File: src/rtl/div_s_pkg.sv
// Shared ALU definitions: operation codes, divider state encoding and default width.
package div_s_pkg;

  localparam int DIV_WIDTH = 16;

  localparam logic [3:0] DT_MUL = 4'h2;
  localparam logic [3:0] DT_DIV = 4'h3;

  typedef enum logic [1:0] {
    ST_IDLE = 2'd0,
    ST_CALC = 2'd1,
    ST_FIX  = 2'd2
  } div_state_e;

endpackage

File: src/rtl/div_s.sv
// Signed sequential divider: restoring division on magnitudes, then a sign-fix cycle.
// Handshake: start is taken only in IDLE when dtype matches; done pulses for one cycle with result/flags.
module div_s
  import div_s_pkg::*;
#(
  parameter int         WIDTH     = DIV_WIDTH,
  parameter logic [3:0] DTYPE_DIV = DT_DIV
) (
  input  logic               clk,
  input  logic               n_rst,
  input  logic [WIDTH-1:0]   N,
  input  logic [WIDTH-1:0]   D,
  input  logic               start,
  input  logic [3:0]         dtype,
  output logic [2*WIDTH-1:0] result,
  output logic               done,
  output logic               busy,
  output logic               div_zero,
  output logic               ovf,
  output div_state_e         dbg_state
);

  localparam int               CW      = $clog2(WIDTH + 1);
  localparam logic [WIDTH-1:0] ONE     = WIDTH'(1);
  localparam logic [CW-1:0]    CNT_ONE = CW'(1);
  localparam logic [WIDTH-1:0] MIN_NEG = {1'b1, {(WIDTH-1){1'b0}}};

  function automatic logic [WIDTH-1:0] neg(input logic [WIDTH-1:0] v);
    return ~v + ONE;
  endfunction

  function automatic logic [WIDTH-1:0] mag(input logic [WIDTH-1:0] v);
    return v[WIDTH-1] ? neg(v) : v;
  endfunction

  div_state_e         state_q, state_d;
  logic [WIDTH-1:0]   rmd_q, rmd_d;
  logic [WIDTH-1:0]   qm_q, qm_d;
  logic [WIDTH-1:0]   dmag_q, dmag_d;
  logic               sn_q, sn_d;
  logic               sd_q, sd_d;
  logic               dz_q, dz_d;
  logic               ovfp_q, ovfp_d;
  logic [CW-1:0]      count_q, count_d;
  logic [2*WIDTH-1:0] result_q, result_d;
  logic               done_q, done_d;
  logic               divz_q, divz_d;
  logic               ovf_q, ovf_d;

  logic [WIDTH-1:0]   r_sh;
  logic [WIDTH:0]     trial;
  logic [WIDTH-1:0]   quo_fix;
  logic [WIDTH-1:0]   rem_fix;
  logic [WIDTH-1:0]   n_back;

  assign r_sh    = {rmd_q[WIDTH-2:0], qm_q[WIDTH-1]};
  assign trial   = {rmd_q[WIDTH-1], r_sh} - {1'b0, dmag_q};
  assign quo_fix = (sn_q ^ sd_q) ? neg(qm_q) : qm_q;
  assign rem_fix = sn_q ? neg(rmd_q) : rmd_q;
  // On divide-by-zero no step runs, so qm_q still holds |N|; restoring the sign recovers N.
  assign n_back  = sn_q ? neg(qm_q) : qm_q;

  always_ff @(posedge clk or negedge n_rst) begin
    if (!n_rst) begin
      state_q  <= ST_IDLE;
      rmd_q    <= '0;
      qm_q     <= '0;
      dmag_q   <= '0;
      sn_q     <= 1'b0;
      sd_q     <= 1'b0;
      dz_q     <= 1'b0;
      ovfp_q   <= 1'b0;
      count_q  <= '0;
      result_q <= '0;
      done_q   <= 1'b0;
      divz_q   <= 1'b0;
      ovf_q    <= 1'b0;
    end else begin
      state_q  <= state_d;
      rmd_q    <= rmd_d;
      qm_q     <= qm_d;
      dmag_q   <= dmag_d;
      sn_q     <= sn_d;
      sd_q     <= sd_d;
      dz_q     <= dz_d;
      ovfp_q   <= ovfp_d;
      count_q  <= count_d;
      result_q <= result_d;
      done_q   <= done_d;
      divz_q   <= divz_d;
      ovf_q    <= ovf_d;
    end
  end

  always_comb begin
    state_d  = state_q;
    rmd_d    = rmd_q;
    qm_d     = qm_q;
    dmag_d   = dmag_q;
    sn_d     = sn_q;
    sd_d     = sd_q;
    dz_d     = dz_q;
    ovfp_d   = ovfp_q;
    count_d  = count_q;
    result_d = result_q;
    done_d   = 1'b0;
    divz_d   = divz_q;
    ovf_d    = ovf_q;

    unique case (state_q)
      ST_IDLE: begin
        if (start && (dtype == DTYPE_DIV)) begin
          sn_d    = N[WIDTH-1];
          sd_d    = D[WIDTH-1];
          qm_d    = mag(N);
          dmag_d  = mag(D);
          rmd_d   = '0;
          dz_d    = (D == '0);
          ovfp_d  = (N == MIN_NEG) && (D == '1);
          // A zero divisor skips every step but still spends the terminal-count cycle,
          // which keeps the two latencies a fixed 16 cycles apart.
          count_d = (D == '0) ? '0 : CW'(WIDTH);
          state_d = ST_CALC;
        end
      end

      ST_CALC: begin
        if (count_q != '0) begin
          if (!trial[WIDTH]) begin
            rmd_d = trial[WIDTH-1:0];
            qm_d  = {qm_q[WIDTH-2:0], 1'b1};
          end else begin
            rmd_d = r_sh;
            qm_d  = {qm_q[WIDTH-2:0], 1'b0};
          end
          count_d = count_q - CNT_ONE;
        end else begin
          state_d = ST_FIX;
        end
      end

      ST_FIX: begin
        done_d = 1'b1;
        if (dz_q) begin
          result_d = {n_back, {WIDTH{1'b1}}};
          divz_d   = 1'b1;
          ovf_d    = 1'b0;
        end else begin
          result_d = {rem_fix, quo_fix};
          divz_d   = 1'b0;
          ovf_d    = ovfp_q;
        end
        state_d = ST_IDLE;
      end

      default: state_d = ST_IDLE;
    endcase
  end

  assign result    = result_q;
  assign done      = done_q;
  assign busy      = (state_q != ST_IDLE);
  assign div_zero  = divz_q;
  assign ovf       = ovf_q;
  assign dbg_state = state_q;

endmodule

File: config.mk
export PLATFORM = sky130hd
export DESIGN_NAME = div_s
export DESIGN_NICKNAME = d
export VERILOG_FILES = /design/src/rtl/div_s_pkg.sv /design/src/rtl/div_s.sv
export SDC_FILE = /design/constraint.sdc
export NUM_CORES = 1
export LEC_CHECK = 0
export BUFFER_PORTS_ARGS = -buffer_cell sky130_fd_sc_hd__buf_2
export CAP_MARGIN = 10
export CORE_ASPECT_RATIO = 1.4
export CORE_MARGIN = 5
export CORE_UTILIZATION = 58
export CTS_CLUSTER_SIZE = 28
export DETAILED_ROUTE_END_ITERATION = 10
export PLACE_DENSITY = 0.8
export SETUP_SLACK_MARGIN = 0.2
export SYNTH_ARGS = -nofsm -noshare
export SYNTH_HDL_FRONTEND = slang
export SYNTH_SLANG_ARGS = --single-unit
File: constraint.sdc
create_clock -name clk -period 3.92 [get_ports clk]
set_input_delay 0.588 -clock clk [delete_from_list [all_inputs] [get_ports clk]]
set_output_delay 0.588 -clock clk [all_outputs]
set_load 0.02 [all_outputs]
==> results.yml, run 1 <==
worst_setup_path:
  crit_fanout: 25
  cp_cell_sequence: "inv_1 > ha_1 > fa_1 > nor2b_1 > o2111ai_1 > a2111oi_0 > nor3_1 > a311oi_4 > buf_4 > mux2i_1 > o21ai_0"
  crit_slowest_cell: "a2111oi_0"
  crit_family: "compound AO/OA/AOI/OAI gates"
  cpPeakStageDelay_ns: 0.63
  worstPathRequired_ns: 4.11
  critPathArrivalTime_ns: 3.61
  critical_path_class: "reg -> reg"
  worst_setup_path_start_kind: "flip-flop"
  crit_cells: 11
  crit_path_end_kind: "flip-flop"
  path_buf_inv: 2
  worstRegToRegCells: 11
timing:
  fin_crit_ns: 3.42
  post-route-period-util: 0.873
  final-setup-viol-count: 0
  setup_ws_ns: 0.496
  rsz0062_at_grt: "no"
  tightestPinTransition_ns: 0.992
  fin_tns_setup_ns: 0
  max_freq_mhz: 292
  clock_skew_ns: 0.00854
  final_max_slew_viol_count: 0
  hold_viol: 0
  slew_headroom: 0.339
synthesis:
  syn_nets: 780
  synth-seq-cells: 94
  syn_avg_cell_area_sq_um: 8.60
  synth_warnings: 0
  ys_seq_area_frac: 0.382
  synthCells: 717
  synth_cell_types: 59
  synth_area_sq_um: 6160
  synthArstFlopShare: 1.00
  synth_ff_type: "dfrtp_1"
  synth-edff-count: 0
cts:
  clkTransAtPathRegs_ns: 0.06
  tritoncts: "done"
  cts_made_buffers: 9
  ctsLongestPathBuffers: 2
  hold_buffers: 0
  htreeDepth: 3
  cts_root_buf: "clkbuf_16"
  cts.sinks: 94
  cts_resized: 0
  clock_latency_ns: 0.34
  cts_setup_buffers: 0
global_routing:
  grt_pass1_wl_mm: 24.9
  antenna_found_initial: 0
  grt_pass1_vias: 5245
  grt_max_degree: 76
  track_usage: 0.234
  overflow: 0
routing:
  dr.first_iter.drc_count: 389
  wl_per_cell_microns: 16.6
  wl_met1_mm: 5.98
  avgViaCountPerCell: 5.99
  routed_wl_mm: 15.1
  drcViolationCount: 0
  drtPass1Iterations: 5
  wl_met3_microns: 809
  ant_nets: 0
  top_layer: "met4"
  dr_wl_met2_mm: 7.83
  vias: 5448
floorplan:
  row_count: 44
  core_sq_um: 10400
  start_util: 0.592
  ios: 77
  dieHeight_microns: 132
  die_area_sq_um: 12800
  dieWidth_microns: 97.1
flow_run:
  drv_cap: 0
final_layout:
  drive_gt1_frac: 0.137
  utilization: 0.663
  final_nets: 829
  multi_input_area_sq_um: 3510
  final_cell_mix: "nand2_1 (101), dfrtp_1 (94), o21ai_0 (84)"
  layout_commonest_cell: "nand2_1"
  nFillCells: 851
  syn_to_final_growth_pct: 12.0
  diodes: 0
  final-seq-area_sq_um: 2350
power_and_ir_drop:
  switching_power_uw: 2830
  pwr-share-seq: 0.294
  internal_power_uw: 3310
  p_per_area_nw_per_um2: 890
  peakVddDrop_v: 0.000302
  p_leak_uw: 0.00312
  swShare: 0.461
  combinationalPowerShare: 0.554
  clock_power_share: 0.152
placed_design:
  place.gp.congestion: 0.957
  numPortBuffers: 76
  dp_slack_ns: 0.545
  dp_hpwl_mm: 11.5
status:
  run_status: "complete, no violations"
min_path:
  hp-class: "in -> async"
-- power by group through the flow --
stage                     Clock (uW)  Combinational (uW)  Sequential (uW)
after floorplan                    0                2490             1800
after global placement             0                3260             1780
after detailed placement           0                3360             1810
after CTS                        940                3390             1790
after global routing             992                3750             1860
final                            933                3400             1810
-- layout make-up --
cell class / instances / area share
well taps: 138 / 0.0250
flip-flops and latches: 94 / 0.341
multi-input cells: 547 / 0.508
repair buffers: 83 / 0.0631
clock inverters: 3 / 0.00979
clock buffers: 13 / 0.0363
inverters: 31 / 0.0169
-- kinds of logic after synthesis --
group / synth area share
muxes: 0.0150
adders and majority gates: 0.0499
buffers and inverters: 0.0493
AOI/OAI and AO/OA: 0.211
and+or+nand+nor: 0.178
DFF: 0.382
xor gates and xnor gates: 0.115
-- stage by stage --
step	total power [uW]	cells	hold WS [ns]	cell area, sq um
floorplan	4290	717	0.292	6160
global placement	5040	893	0.449	6590
detailed placement	5160	893	0.459	6590
CTS	6120	909	0.441	6900
global route	6610	909	0.476	6900
finish	6140	909	0.382	6900
-- sequential cells by signal, indices dropped and copies added, names as in the netlist --
name       count
result        32
dmag_q        16
qm_q          16
rmd_q         16
count_q        5
dbg_state      2
div_zero       1
done           1
dz_q           1
ovf            1
ovfp_q         1
sd_q           1
sn_q           1
-- final timing paths --
path                                     endpoint  slack (ns)                   from
min reg2reg                 result[0]$_DFFE_PN0P_        0.47  result[0]$_DFFE_PN0P_
min in group clk            result[0]$_DFFE_PN0P_        0.47  result[0]$_DFFE_PN0P_
max in group asynchronous  result[15]$_DFFE_PN0P_        2.69                  n_rst
max reg2reg                  rmd_q[7]$_DFFE_PN0P_        0.50   qm_q[15]$_DFFE_PN0P_
max                          rmd_q[7]$_DFFE_PN0P_        0.50   qm_q[15]$_DFFE_PN0P_
min                        result[30]$_DFFE_PN0P_        0.38                  n_rst
-- synthesized netlist by cell type, types with 4 or more instances --
library cell | count | area, sq um
nor2b_1 | 9 | 56.3
a21oi_1 | 33 | 165
o21ai_1 | 5 | 25.0
or3_1 | 8 | 50.1
nand3_1 | 15 | 75.1
nand3b_1 | 4 | 30.0
o21ai_0 | 84 | 420
nand4_1 | 4 | 25.0
o31ai_1 | 21 | 158
xnor2_1 | 34 | 298
o221ai_1 | 4 | 35.0
a21o_1 | 4 | 30.0
a22oi_1 | 13 | 97.6
nor2_1 | 41 | 154
mux2i_1 | 7 | 70.1
a32oi_1 | 7 | 61.3
nand2_1 | 101 | 379
clkbuf_1 | 37 | 139
xor2_1 | 47 | 412
ha_1 | 23 | 288
o311ai_0 | 6 | 52.6
o41ai_1 | 8 | 70.1
inv_1 | 31 | 116
nand2b_1 | 10 | 62.6
or4_1 | 9 | 67.6
nor3_1 | 8 | 40.0
dfrtp_1 | 94 | 2350
-- worst register-to-register path: stages, from the launching register on --
cell	delay, ns
dfrtp_1	0.37
inv_1	0.10
ha_1	0.25
fa_1	0.42
nor2b_1	0.16
o2111ai_1	0.20
a2111oi_0	0.63
nor3_1	0.26
a311oi_4	0.26
buf_4	0.31
mux2i_1	0.24
o21ai_0	0.09
-- metal layers --
layer	global-route usage	up-vias
li1	-	2645
met1	0.275	2590
met2	0.416	176
met3	0.0439	37
met4	0.0952	0
met5	0	-
Power figures use the tool's default switching activity.
==> run 2, diff against run 1 <==
- CTS_CLUSTER_DIAMETER: default -> 50
- MAX_ROUTING_LAYER: default -> met4
- clock period: 3.92 -> 3.2 ns (I/O delays scaled with it)
==> results.yml, run 2 (synthesis gave the netlist of run 1 again) <==
timing:
  final-setup-viol-count: 0
  fin_crit_ns: 2.92
  max_freq_mhz: 343
  rsz0062_at_grt: "no"
  fin_tns_setup_ns: 0
  tightestPinTransition_ns: 1.00
  post-route-period-util: 0.911
  final_max_slew_viol_count: 0
  hold_viol: 0
  slew_headroom: 0.330
  clock_skew_ns: 0.00594
routing:
  dr.first_iter.drc_count: 398
  ant_nets: 0
  drcViolationCount: 0
  wl_per_cell_microns: 17.0
  vias: 5494
  routed_wl_mm: 15.6
  avgViaCountPerCell: 5.98
  drtPass1Iterations: 5
flow_run:
  drv_cap: 0
power_and_ir_drop:
  internal_power_uw: 4270
  swShare: 0.460
  combinationalPowerShare: 0.574
  switching_power_uw: 3640
  p_per_area_nw_per_um2: 1120
  clock_power_share: 0.146
  pwr-share-seq: 0.280
  p_leak_uw: 0.00320
  peakVddDrop_v: 0.000425
cts:
  cts_made_buffers: 9
  cts_root_buf: "clkbuf_16"
  htreeDepth: 3
  clock_latency_ns: 0.34
  cts.sinks: 94
  ctsLongestPathBuffers: 2
  clkTransAtPathRegs_ns: 0.07
  hold_buffers: 0
  tritoncts: "done"
global_routing:
  grt_pass1_vias: 5236
  track_usage: 0.247
  overflow: 0
  antenna_found_initial: 0
  grt_max_degree: 95
  grt_pass1_wl_mm: 25.4
final_layout:
  diodes: 0
  nFillCells: 840
  layout_commonest_cell: "nand2_1"
  largest_reg_flops: 32
  final_cell_mix: "nand2_1 (101), dfrtp_1 (94), o21ai_0 (83)"
  final_nets: 839
  drive_gt1_frac: 0.161
  design_area_sq_um: 7090
  syn_to_final_growth_pct: 15.0
  utilization: 0.681
worst_setup_path:
  crit_fanout: 12
  r2r-start: "qm_q[15]$_DFFE_PN0P_"
  crit_path_end_kind: "flip-flop"
  worst_setup_path_start_kind: "flip-flop"
  worstPathRequired_ns: 3.42
  critical_path_class: "reg -> reg"
  critPathArrivalTime_ns: 3.14
  crit_start: "qm_q[15]$_DFFE_PN0P_"
placed_design:
  numPortBuffers: 76
  dpl-instance-area_sq_um: 6650
  place.gp.congestion: 0.956
  dp_hpwl_mm: 11.6
floorplan:
  start_util: 0.592
  core_sq_um: 10400
  die_area_sq_um: 12800
  ios: 77
  dieHeight_microns: 132
  row_count: 44
  dieWidth_microns: 97.1
status:
  run_status: "complete, no violations"
min_path:
  hp-class: "in -> async"
==> run 2: cell types whose count changed in the layout (fill, tap and decap cells not counted), moves of 2 or more <==
cell / before / now
clkbuf_1: 3 / 0
buf_4: 8 / 15
buf_12: 0 / 2
clkinv_2: 0 / 2
==> run 2: layer usage <==
metal | vias up | global-route usage | wire length [microns]
met2 | 166 | 0.417 | 8170
li1 | 2666 | - | -
met1 | 2619 | 0.294 | 6190
met5 | - | - | 0
met4 | 0 | 0.101 | 516
met3 | 43 | 0.0381 | 715
==> run 2: timing repair <==
action / in CTS / in global routing
setup endpoints to repair: 4 / 17
pin swaps: 1 / 4
buffers inserted: 0 / 4
gates resized for setup: 4 / 9
cloned: 0 / 1
==> run 2: per-stage QoR <==
stage | total power [uW] | instances | setup WS [ns] | hold slack [ns]
2_1_floorplan | 5260 | 717 | 0.267 | 0.184
3_3_place_gp | 6290 | 898 | 0.238 | 0.448
3_5_place_dp | 6440 | 898 | 0.132 | 0.459
4_1_cts | 7650 | 914 | 0.230 | 0.200
5_1_grt | 8500 | 919 | 0.150 | 0.215
6_report | 7910 | 919 | 0.284 | 0.159
==> run 2: critical path: stages (launching register included) <==
cell and delay [ns]:
dfrtp_1 0.37, inv_2 0.08, ha_4 0.17, fa_2 0.40
nor2b_4 0.18, o2111ai_4 0.18, a2111oi_4 0.31, buf_4 0.17
nor3_2 0.05, a311oi_4 0.38, buf_4 0.18, clkbuf_16 0.15
nand3_1 0.07, o311ai_0 0.10
==> run 2: cell type report <==
type,instances,area (sq um),area share
tap,138,173,0.0244
inverter,31,116,0.0164
clock inverter,6,85.1,0.0120
multi-input combinational,547,3570,0.504
timing repair buffer,93,553,0.0780
clock buffer,10,239,0.0337
sequential,94,2350,0.332
==> run 2: final timing paths <==
check | cells past startpoint | to | slack [ns]
setup / recovery | 13 | rmd_q[1]$_DFFE_PN0P_ | 0.28
hold / removal | 2 | result[28]$_DFFE_PN0P_ | 0.16
hold reg to reg | 2 | result[0]$_DFFE_PN0P_ | 0.46
min in group clk | 3 | qm_q[10]$_DFFE_PN0P_ | 0.46
max in group asynchronous | 2 | dmag_q[13]$_DFFE_PN0P_ | 2.64
setup reg to reg | 13 | rmd_q[1]$_DFFE_PN0P_ | 0.28
==> run 2: power by group through the flow <==
| stage | sequential (uW) | combinational, uW | clock, uW |
|---|---|---|---|
| finish | 2220 | 4540 | 1150 |
| global placement | 2180 | 4110 | 0 |
| global route | 2280 | 5010 | 1220 |
| CTS | 2190 | 4280 | 1170 |
| detailed placement | 2220 | 4220 | 0 |
| floorplan | 2210 | 3050 | 0 |
==> run 3, diff against run 2 <==
- ABC_AREA: default -> 1
- PLACE_DENSITY: 0.8 -> 0.79
==> results.yml, run 3 <==
final_layout:
  nFillCells: 1151
  multi_input_area_sq_um: 3820
  largest_reg_flops: 32
  final_cell_mix: "nand2_1 (290), inv_1 (121), nand3_1 (101)"
  final-seq-area_sq_um: 2350
  syn_to_final_growth_pct: 11.9
  diodes: 0
  drive_gt1_frac: 0.130
  final_nets: 1114
  fin_cells: 1203
  utilization: 0.652
  design_area_sq_um: 7630
  layout_commonest_cell: "nand2_1"
global_routing:
  grt_max_degree: 65
  overflow: 0
  grt_pass1_vias: 6117
  antenna_found_initial: 0
  grt_pass1_wl_mm: 30.5
  track_usage: 0.279
worst_setup_path:
  rrSetupSlack_ns: 0.90
  cp_cell_sequence: "inv_1 > ha_1 > fa_1 > inv_1 > nand2_1 > nand2_1 > nand3_2 > nand2_4 > nand2_4 > nand2_4 > nand2_4 > nand2_4 > nand2_1 > nand3_1 > nand2_1"
  crit_fanout: 8
  rr_endpoint: "rmd_q[10]$_DFFE_PN0P_"
  crit_slowest_cell: "fa_1"
  critical_path_class: "reg -> reg"
  worstRegToRegCells: 15
  cp_common_cell: "nand2_4"
  crit_path_end_kind: "flip-flop"
  cpPeakStageDelay_ns: 0.40
  worst_setup_path_start_kind: "flip-flop"
  r2r-start: "qm_q[15]$_DFFE_PN0P_"
  critPathArrivalTime_ns: 2.53
  worstPathRequired_ns: 3.44
routing:
  wl_per_cell_microns: 15.7
  dr.first_iter.drc_count: 514
  ant_nets: 0
  drtPass1Iterations: 5
  avgViaCountPerCell: 5.54
  vias: 6661
  drcViolationCount: 0
  routed_wl_mm: 18.9
synthesis:
  ys_seq_area_frac: 0.345
  yosys-top-cells-count: "nand2_1 (290), inv_1 (121), nand3_1 (101), dfrtp_1 (94), nor2_1 (72)"
  synth_warnings: 0
  syn_avg_cell_area_sq_um: 6.93
  synth_cell_types: 44
  yosys.area.top_type_share: 0.345
  synth-seq-cells: 94
  post-synth-top-count-cell: "nand2_1"
  synth_top_area_cell: "dfrtp_1"
  netlist_top_cells_area: "dfrtp_1 (34%), nand2_1 (16%), nand3_1 (7.4%)"
  syn_nets: 1047
  synth-edff-count: 0
  synthCells: 984
  synth_area_sq_um: 6820
  synth_ff_type: "dfrtp_1"
  synthArstFlopShare: 1.00
cts:
  cts_setup_buffers: 0
  cts_root_buf: "clkbuf_16"
  tritoncts: "done"
  htreeDepth: 3
  ctsLongestPathBuffers: 2
  hold_buffers: 0
  clock_latency_ns: 0.35
  cts_resized: 0
  clkTransAtPathRegs_ns: 0.06
  cts.sinks: 94
  cts_made_buffers: 9
timing:
  hold_slack_ns: 0.231
  fin_crit_ns: 2.30
  clock_skew_ns: 0.00624
  max_freq_mhz: 436
  slew_headroom: 0.438
  final-setup-viol-count: 0
  tightestPinTransition_ns: 0.843
  fin_tns_setup_ns: 0
  hold_viol: 0
  post-route-period-util: 0.717
  final_max_slew_viol_count: 0
  rsz0062_at_grt: "no"
floorplan:
  die_area_sq_um: 14100
  dieWidth_microns: 102
  row_count: 47
  ios: 77
  start_util: 0.583
  core_sq_um: 11700
  dieHeight_microns: 138
placed_design:
  numPortBuffers: 76
  dp_hpwl_mm: 14.8
  dpl-instance-area_sq_um: 7320
  place.gp.congestion: 1.04
  dpl.cell_count: 1187
status:
  run_status: "complete, no violations"
power_and_ir_drop:
  peakVddDrop_v: 0.000499
  pwr-share-seq: 0.255
  p_per_area_nw_per_um2: 1120
  swShare: 0.513
  p_leak_uw: 0.00401
  switching_power_uw: 4370
  clock_power_share: 0.135
  internal_power_uw: 4140
  combinationalPowerShare: 0.610
min_path:
  hp-class: "in -> async"
flow_run:
  drv_cap: 0
==> run 3: changes by cell type in the layout (fill, tap and decap cells not counted), moves of 17 or more <==
cell / delta
inv_1: +91
nand2_1: +189
nand3_1: +86
nor2_1: +31
o21ai_0: -36
o31ai_1: -20
xnor2_1: -29
xor2_1: -17
==> run 3: routing by layer <==
layer  vias up  wire length [microns]  share of wire  global-route usage
li1       3353                      -              -                   -
met1      3077                   7750           0.41               0.346
met2       180                   9480           0.50               0.456
met3        51                    752          0.040              0.0272
met4         0                    901          0.048               0.126
met5         -                      0              0                   -
==> run 3: worst max-delay path by stage <==
stage	endpoint	start	depth (start not counted)	slack (ns)
global placement	result[15]$_DFFE_PN0P_	dbg_state[0]$_DFFE_PN0P_	7	0.99
CTS	rmd_q[10]$_DFFE_PN0P_	qm_q[15]$_DFFE_PN0P_	15	0.91
floorplan	rmd_q[4]$_DFFE_PN0P_	qm_q[15]$_DFFE_PN0P_	15	1.18
global route	rmd_q[14]$_DFFE_PN0P_	qm_q[15]$_DFFE_PN0P_	15	0.75
detailed placement	rmd_q[10]$_DFFE_PN0P_	qm_q[15]$_DFFE_PN0P_	15	0.93
finish	rmd_q[10]$_DFFE_PN0P_	qm_q[15]$_DFFE_PN0P_	15	0.90
==> run 3: cells by family (layout without fill, tap and decap cells) <==
group,count (synthesis),count (layout),share of synthesized area
simple gates,525,525,0.346
buf+inv,164,236,0.0946
compound gates,141,141,0.122
flops,94,94,0.345
xor+xnor,36,36,0.0473
fa+ha+maj,24,24,0.0451
==> run 3: layout make-up <==
type / instances / share of cell area
Clock buffer: 10 / 0.0300
Clock inverter: 6 / 0.0113
Inverter: 136 / 0.0672
Multi-Input combinational cell: 726 / 0.501
Sequential cell: 94 / 0.308
Tap cell: 147 / 0.0241
Timing Repair Buffer: 84 / 0.0580
==> run 3: stage by stage <==
stage,total power (uW),setup slack [ns]
floorplan,6020,1.18
global placement,7190,0.988
detailed placement,7300,0.928
CTS,8470,0.910
global route,9300,0.751
finish,8510,0.904
==> run 3: worst max-delay path: cells and delay by family (launching register included) <==
family	cells	cell delay (ns)
adder cells (fa/ha/maj)	2	0.65
buffers and inverters	2	0.20
flip-flops	1	0.35
AND/OR/NAND/NOR	11	0.99
==> run 3: power by group through the flow <==
stage	combinational [uW]	sequential [uW]	clock, uW
finish	5190	2170	1150
global route	5860	2230	1210
CTS	5160	2160	1160
detailed placement	5130	2180	0
global placement	5030	2170	0
floorplan	3760	2270	0
